File: config.mk
export PLATFORM = sky130hd
export DESIGN_NAME = atanh_sched_rom
export DESIGN_NICKNAME = d
export VERILOG_FILES = /design/src/rtl/atanh_sched_rom.sv
export SDC_FILE = /design/constraint.sdc
export NUM_CORES = 1
export LEC_CHECK = 0
export ABC_AREA = 0
export CORE_UTILIZATION = 35
export DETAILED_ROUTE_END_ITERATION = 8
export GPL_TIMING_DRIVEN = 0
export PLACE_DENSITY = 0.7
export SYNTH_ARGS = -nofsm -noshare
export SYNTH_HDL_FRONTEND = slang
export SYNTH_SLANG_ARGS = --single-unit
File: constraint.sdc
create_clock -name clk -period 5.65 [get_ports clk]
set_input_delay 0.565 -clock clk [delete_from_list [all_inputs] [get_ports clk]]
set_output_delay 0.565 -clock clk [all_outputs]
set_load 0.005 [all_outputs]
File: src/rtl/atanh_sched_rom.sv
// atanh_sched_rom: sequenced atanh-constant generator for the hyperbolic CORDIC datapath.
// Constants are encoded into a ROM at elaboration; beats leave through a registered valid/ready port.
module atanh_sched_rom #(
   parameter int EXP_SIZE      = 8,
   parameter int MANTISSA_SIZE = 7,
   parameter int NEG_ITERS     = 6,
   parameter int POS_ITERS     = 13,
   parameter int REPEAT_EN     = 1
) (
   input  logic                              clk,
   input  logic                              rst_n,
   input  logic                              start,
   input  logic signed [7:0]                 start_index,
   input  logic signed [7:0]                 last_index,
   output logic                              busy,
   output logic                              err,
   output logic                              out_valid,
   input  logic                              out_ready,
   output logic signed [7:0]                 out_index,
   output logic [EXP_SIZE+MANTISSA_SIZE:0]   out_value,
   output logic                              out_repeat,
   output logic                              out_last
);

   localparam int W       = 1 + EXP_SIZE + MANTISSA_SIZE;
   localparam int DEPTH   = NEG_ITERS + POS_ITERS;
   localparam int BIAS    = (1 << (EXP_SIZE - 1)) - 1;
   localparam int EXP_MAX = (1 << EXP_SIZE) - 1;
   localparam logic signed [7:0] MIN_IDX = 8'(1 - NEG_ITERS);
   localparam logic signed [7:0] MAX_IDX = 8'(POS_ITERS);

   typedef enum logic [1:0] {IDLE = 2'd0, RUN = 2'd1, ERR = 2'd2} state_t;

   function automatic real atanh_of(input int k);
      real x;
      if (k <= 0) begin
         x = 1.0 - (2.0 ** $itor(k - 2));
      end else begin
         x = 2.0 ** $itor(-k);
      end
      return $atanh(x);
   endfunction

   // Positive real to sign|exp|mantissa, round-to-nearest-even, flush to +0 below min normal.
   function automatic logic [W-1:0] encode(input real x);
      real          m;
      real          scaled;
      real          rem;
      int           e;
      int           frac;
      int           be;
      logic [W-1:0] v;
      m = x;
      e = 0;
      v = {W{1'b0}};
      if (m > 0.0) begin
         for (int i = 0; (i < 400) && ((m >= 2.0) || (m < 1.0)); i++) begin
            if (m >= 2.0) begin
               m = m / 2.0;
               e = e + 1;
            end else begin
               m = m * 2.0;
               e = e - 1;
            end
         end
         scaled = (m - 1.0) * (2.0 ** $itor(MANTISSA_SIZE));
         frac   = $rtoi(scaled);
         rem    = scaled - $itor(frac);
         if ((rem > 0.5) || ((rem == 0.5) && (frac[0] == 1'b1))) begin
            frac = frac + 1;
         end
         if (frac == (1 << MANTISSA_SIZE)) begin
            frac = 0;
            e    = e + 1;
         end
         be = e + BIAS;
         if (be < 1) begin
            v = {W{1'b0}};
         end else if (be >= EXP_MAX) begin
            v = {1'b0, {EXP_SIZE{1'b1}}, {MANTISSA_SIZE{1'b0}}};
         end else begin
            v = {1'b0, be[EXP_SIZE-1:0], frac[MANTISSA_SIZE-1:0]};
         end
      end
      return v;
   endfunction

   function automatic logic is_repeat(input int k);
      int   r;
      logic hit;
      r   = 4;
      hit = 1'b0;
      for (int i = 0; (i < 32) && (r <= POS_ITERS); i++) begin
         hit = hit | (r == k);
         r   = 3 * r + 1;
      end
      return hit & (REPEAT_EN != 0);
   endfunction

   state_t               state_r, state_n_s;
   logic                 busy_r, err_r, valid_r, rep_r, last_r, need_rep_r;
   logic signed [7:0]    idx_r, lim_r;
   logic [W-1:0]         val_r;
   logic                 load_s, hs_s, range_ok_s;
   logic signed [7:0]    cand_idx_s, lim_s;
   logic                 cand_rep_s, cand_need_s, cand_last_s;
   logic [W-1:0]         cand_val_s;
   logic [W-1:0]         rom_val_s [DEPTH];
   logic                 rom_rep_s [DEPTH];
   logic signed [7:0]    rom_idx_s [DEPTH];

   for (genvar g = 0; g < DEPTH; g++) begin : g_rom
      localparam int                K   = g - (NEG_ITERS - 1);
      localparam logic [W-1:0]      VAL = encode(atanh_of(K));
      localparam logic              REP = is_repeat(K);
      localparam logic signed [7:0] KI  = 8'(K);
      assign rom_val_s[g] = VAL;
      assign rom_rep_s[g] = REP;
      assign rom_idx_s[g] = KI;
   end

   assign hs_s       = valid_r & out_ready;
   assign range_ok_s = (start_index <= last_index) && (start_index >= MIN_IDX) &&
                       (last_index <= MAX_IDX);

   // Next beat: first beat of a new range in IDLE, otherwise repeat copy or index+1.
   always_comb begin
      cand_idx_s = start_index;
      cand_rep_s = 1'b0;
      lim_s      = last_index;
      if (state_r == RUN) begin
         lim_s = lim_r;
         if (need_rep_r && !rep_r) begin
            cand_idx_s = idx_r;
            cand_rep_s = 1'b1;
         end else begin
            cand_idx_s = idx_r + 8'sd1;
            cand_rep_s = 1'b0;
         end
      end else begin
         lim_s      = last_index;
         cand_idx_s = start_index;
      end
   end

   // ROM read for the candidate index.
   always_comb begin
      cand_val_s  = {W{1'b0}};
      cand_need_s = 1'b0;
      for (int j = 0; j < DEPTH; j++) begin
         cand_val_s  = (rom_idx_s[j] == cand_idx_s) ? rom_val_s[j] : cand_val_s;
         cand_need_s = (rom_idx_s[j] == cand_idx_s) ? rom_rep_s[j] : cand_need_s;
      end
   end

   assign cand_last_s = (cand_idx_s == lim_s) && (cand_rep_s || !cand_need_s);

   // Next-state decode and beat-load strobe.
   always_comb begin
      state_n_s = state_r;
      load_s    = 1'b0;
      case (state_r)
         IDLE: begin
            if (start) begin
               if (range_ok_s) begin
                  state_n_s = RUN;
                  load_s    = 1'b1;
               end else begin
                  state_n_s = ERR;
               end
            end else begin
               state_n_s = IDLE;
            end
         end
         RUN: begin
            if (hs_s) begin
               if (last_r) begin
                  state_n_s = IDLE;
               end else begin
                  load_s = 1'b1;
               end
            end else begin
               state_n_s = RUN;
            end
         end
         ERR:     state_n_s = IDLE;
         default: state_n_s = IDLE;
      endcase
   end

   // State register.
   always_ff @(posedge clk) begin
      if (!rst_n) begin
         state_r <= IDLE;
      end else begin
         state_r <= state_n_s;
      end
   end

   // Registered status and output beat; held while stalled.
   always_ff @(posedge clk) begin
      if (!rst_n) begin
         busy_r     <= 1'b0;
         err_r      <= 1'b0;
         valid_r    <= 1'b0;
         idx_r      <= 8'sd0;
         val_r      <= {W{1'b0}};
         rep_r      <= 1'b0;
         last_r     <= 1'b0;
         need_rep_r <= 1'b0;
         lim_r      <= 8'sd0;
      end else begin
         busy_r <= (state_n_s != IDLE);
         err_r  <= (state_n_s == ERR);
         if (load_s) begin
            valid_r    <= 1'b1;
            idx_r      <= cand_idx_s;
            val_r      <= cand_val_s;
            rep_r      <= cand_rep_s;
            last_r     <= cand_last_s;
            need_rep_r <= cand_need_s;
            lim_r      <= lim_s;
         end else if (hs_s) begin
            valid_r <= 1'b0;
         end else begin
            valid_r <= valid_r;
         end
      end
   end

   assign busy       = busy_r;
   assign err        = err_r;
   assign out_valid  = valid_r;
   assign out_index  = idx_r;
   assign out_value  = val_r;
   assign out_repeat = rep_r;
   assign out_last   = last_r;

endmodule
== Yosys cells after proc, flatten, opt, wreduce, memory -nomap -nowiden ==
Cells that the tools add are included.
Widths: inputs -> output; s select.

* Mux-type cells: 46
* $lt $le $gt $ge: 3
* Div/mod/pow operators: 0
* Reduce and logical (&&, ||, !) cells: 11
* $mul: 0
* Eq/ne operators: 21
* Add/subtract/negate cells: 1
* Bitwise logic cells: 1
* Shift-type cells: 0

{| class="wikitable"
|+ Operators with widths
! operator !! count
|-
| $mux 15 || 19
|-
| $eq 5x8->1 const A || 6
|-
| $eq 4x8->1 const A || 5
|-
| $eq 3x8->1 const A || 4
|-
| $mux 8 || 3
|-
| $mux 1 || 18
|-
| $eq 2x8->1 const A || 2
|-
| $add 8x2->8 const B || 1
|-
| $eq 1x8->1 const A || 1
|-
| $eq 8x8->1 || 1
|-
| $ge 8x4->1 const B || 1
|-
| $le 8x5->1 const B || 1
|-
| $le 8x8->1 || 1
|-
| $logic_not 8->1 || 1
|-
| $mux 2 || 4
|-
| $logic_and 1x1->1 || 4
|-
| $pmux 2 s2 || 1
|-
| $reduce_bool 2->1 || 2
|-
| $eq 2x1->1 const B || 1
|-
| $eq 2x2->1 const B || 1
|-
| $logic_not 1->1 || 2
|-
| $logic_not 2->1 || 1
|-
| $pmux 1 s2 || 1
|-
| $and 1x1->1 || 1
|-
| $logic_or 1x1->1 || 1
|}

* Output and inout port bits: 29
* Bits of input ports: 20
* Bits in writable memories: 0
* Register bits after elaboration: 40
* Memories kept: 0
* Bits in latches: 0
* Memory bits (read-only): 0

== Depth between registers and ports, before layout ==
* Depth in word-level cells: 24
* Mapped depth: 11

== Worst setup path after synthesis ==
OpenSTA, ideal clock, no wires.

* Kind: input to register
* Start: input port last_index[6]
* End: register last_r (netlist: out_last)
* Setup time: 0.087 ns
* Stages on the path: 10
* Buffers on the path: 1
* Data required time: 5.563 ns
* Data arrival time: 2.263 ns
* Path slack: 3.300 ns
* Path through: inv_1 -> ha_1 -> or2_2 -> nor3_1 -> a31oi_1 -> nor4_2 -> buf_4 -> o21ai_1 -> nand4b_1 -> o31ai_1

* Cells in the longest elaborated chain, start to end: 6
* Elaborated cells between the ends (all ways): 10

{| class="wikitable"
|+ Ends and longest elaborated chain
! item !! line !! source
|-
| from (decl) || 14 || <nowiki>input logic signed [7:0] last_index,</nowiki>
|-
| $le 8x8->1 || 123 || <nowiki>assign range_ok_s = (start_index <= last_index) && (start_index >= MIN_IDX) &&</nowiki>
|-
| $logic_and 1x1->1 (2 in a row) || 123 ||
|-
| $mux 1 || 165 || <nowiki>if (range_ok_s) begin</nowiki>
|-
| $mux 1 || 164 || <nowiki>if (start) begin</nowiki>
|-
| $pmux 1 s2 || 162 || <nowiki>case (state_r)</nowiki>
|-
| to (signal assigned) || 220 || <nowiki>last_r <= cand_last_s;</nowiki>
|-
| to (decl) || 101 || <nowiki>logic busy_r, err_r, valid_r, rep_r, last_r, need_rep_r;</nowiki>
|}

Several ways; a longest one is shown, not always the timed one.
A chain may end at the register's enable or synchronous reset.

== Worst setup path in the final report ==
* Start: input port start_index[0]
* End: register idx_r[4] (netlist: out_index[4])

* Cells in the longest elaborated chain, start to end: 6
* Elaborated cells between the ends (all ways): 7

{| class="wikitable"
|+ Ends and longest elaborated chain
! item !! line !! source
|-
| from (decl) || 13 || <nowiki>input logic signed [7:0] start_index,</nowiki>
|-
| $le 8x8->1 / $ge 8x4->1 (equally long branches) || 123 ||
|-
| $logic_and 1x1->1 (*) (2 in a row) || 123 ||
|-
| $mux 1 (*) || 165 ||
|-
| $mux 1 (*) || 164 ||
|-
| $pmux 1 s2 (*) || 162 ||
|-
| to (signal assigned) || 217 || <nowiki>idx_r <= cand_idx_s;</nowiki>
|-
| to (decl) || 102 || <nowiki>logic signed [7:0] idx_r, lim_r;</nowiki>
|}

Every way passes the cells marked *; elsewhere a longest branch is shown, timed or not.

==> reports/metrics.csv <==
metric;value;unit
outcome;completed;
port_buffers;47;
drt-initial-drc-count;186;
synth_seq_cells;37;
slew_headroom;47.5;%
synth_area_leader_cell;dfxtp_1;
ys.flop_type;dfxtp_1;
drc;0;
place.gp.congestion;0.931;
grt_pass1_wl;11400;microns
via_per_inst;5.38;
coreArea;6870;sq um
crit_fanout;10;
clockBufferDepth;2;
hp-class;flop to flop;
timing_worst_setup_path_type;input pin to flop;
grt_antenna_before_repair;0;
crit_path_end;out_index[4]$_SDFFE_PN0P_;
dr_total_vias;2476;
routedWlPerCell;14.9;microns
leakagePower;0.00115;uW
place_hpwl;5160;microns
post-route-period-util;57.9;%
cts.repair.resized;0;
final_nets;392;
yosys.area.top_type_share;29.4;%
clock_sinks;37;
ir_drop;0.107;mV
timing.rr.start;out_index[0]$_SDFFE_PN0P_;
async_flop_share;0;%
synth_cells;309;
clk_pin_slew_worst_paths;0.08;ns
cts_made_buffers;5;
finalSetupTns;0;ns
grt-ovfl-total;0;
num_rows;30;
die_y;86.8;microns
diodes;0;
synth_area_leaders;dfxtp_1, xnor2_1, ha_1;
routed_wl;6870;microns
clk_latency;0.29;ns
synth_edf_count;0;
crit_path_start;start_index[0];
yosysUniqueCellTypes;59;
htreeDepth;2;
worst_setup_path_start_kind;input pin;
slew_violations;0;
finalHoldViolations;0;
syn_nets;338;
power.density;203;nW/um^2
cp.arrival;3.49;ns
worstMarginPinSlew;0.785;ns
period_needed;3.27;ns
drive_gt1_share;7.97;%
start_util;36.6;%
setup_viol_count_final;0;
cts_setup_buffers;0;
cts_root_buf;clkbuf_8;
syn_avg_cell_area;8.14;sq um
tritoncts;yes;
grt_usage;19.2;%
placedCellCount;452;
fill_cells;694;
io_pins;49;
r2r-end;out_value[6]$_SDFFE_PN0P_;
yosysSeqAreaShare;29.4;%
areaGrowthSynthToFinish;28.1;%
syn_area;2520;sq um
grt_max_degree;12;
endpoint_kind;flop;
cp.required;5.87;ns
die_x;86.8;microns
antenna_left;0;
holdBufCountCts;0;
max_freq;306;MHz
clock_skew;0.00619;ns
ys_warn_count;0;
reg2reg_slack;3.12;ns
final_common_cell;clkdlybuf4s50_1;
grt_pass1_vias;2407;
instances_no_fill;460;
first_pass_iters;4;
r2r_cells;8;
die_area;7530;sq um
rsz0062_at_grt;no;
layout_common_cells;clkdlybuf4s50_1, dfxtp_1, nand2_1;
drv_cap;0;
synthesized netlist by cell type (3+ instances only):
library cell	n
a21boi_0	7
a21boi_1	4
a21oi_1	9
a22oi_1	3
a31oi_1	9
and2_1	5
and3_1	3
buf_2	5
buf_4	5
clkbuf_1	9
dfxtp_1	37
ha_1	9
inv_1	13
mux2i_1	10
nand2_1	24
nand2b_1	6
nand3_1	12
nand4_1	5
nor2_1	14
nor2b_1	11
nor3_1	7
o211ai_1	5
o21a_1	4
o21ai_0	19
o21ai_1	4
o31ai_1	5
or2_2	4
or3_1	4
xnor2_1	15
xor2_1	5
critical path: stages:
cell             delay, ns
clkdlybuf4s50_1       0.58
inv_1                 0.10
ha_1                  0.30
nand4_1               0.09
o221ai_1              0.12
a31oi_1               0.26
nor4_2                0.11
nor2_1                0.63
clkbuf_1              0.47
nand2_1               0.11
a21boi_0              0.15
flip-flops by register name, summed over array words and instances, names as in the netlist:
| register | flops |
|---|---|
| out_repeat | 1 |
| err | 1 |
| out_last | 1 |
| lim_r | 8 |
| need_rep_r | 1 |
| out_value | 13 |
| out_index | 8 |
| out_valid | 1 |
| state_r | 2 |
| busy | 1 |
kinds of logic after synthesis:
logic type                 Yosys count  synth area share, %
and+or+nand+nor                    109                 23.4
AOI/OAI and AO/OA                   90                 25.4
DFF                                 37                 29.4
buffers and inverters               33                 6.22
xor gates and xnor gates            20                 6.96
muxes                               10                 3.98
adders and majority gates            9                 4.48
other                                1                0.149
metal layers:
| layer | up-vias | part of all wire [%] | global-route usage [%] |
|---|---|---|---|
| met5 | - | 0 | 0 |
| met4 | 0 | 1.1 | 6.52 |
| met3 | 7 | 5.8 | 2.86 |
| met2 | 81 | 47 | 31.6 |
| met1 | 1164 | 46 | 25.4 |
| li1 | 1224 | - | - |
report_power, final:
part           switching (uW)  internal (uW)
clock network            98.1            144
registers                7.36            269
logic                    70.3           64.5
total                     176            478
cell type report:
class                      count  area, sq um  area share (%)
clock buffer                   7         86.3            2.68
timing repair buffer          47          470            14.6
clock inverter                 1         30.0           0.932
multi-input combinational    239         1620            50.2
tap                           96          120            3.73
buffer                        20          108            3.34
sequential                    37          741            23.0
inverter                      13         48.8            1.51
how the worst min path moves through the flow:
| stage | slack, ns | to | cells after the start | start |
|---|---|---|---|---|
| after global routing | 0.48 | out_value[1]$_SDFFE_PN0P_ | 2 | out_value[1]$_SDFFE_PN0P_ |
| final | 0.46 | out_value[14]$_SDFFE_PN0P_ | 2 | out_value[14]$_SDFFE_PN0P_ |
| after global placement | 0.45 | out_value[14]$_SDFFE_PN0P_ | 2 | out_value[14]$_SDFFE_PN0P_ |
| after CTS | 0.46 | out_value[14]$_SDFFE_PN0P_ | 2 | out_value[14]$_SDFFE_PN0P_ |
| after detailed placement | 0.45 | out_value[14]$_SDFFE_PN0P_ | 2 | out_value[14]$_SDFFE_PN0P_ |
| after floorplan | 0.44 | need_rep_r$_SDFFE_PN0P_ | 2 | need_rep_r$_SDFFE_PN0P_ |
metrics by stage:
stage	total power [uW]	utilization [%]	hold slack (ns)	setup slack, ns	cell area, sq um
2_1_floorplan	361	-	0.440	3.30	2520
3_3_place_gp	414	45.2	0.445	2.16	3110
3_5_place_dp	416	45.2	0.448	2.14	3110
4_1_cts	657	46.9	0.459	2.42	3220
5_1_grt	682	46.9	0.478	2.15	3220
6_report	654	46.9	0.457	2.38	3220
Note: power is estimated with default switching activity, not from simulation.
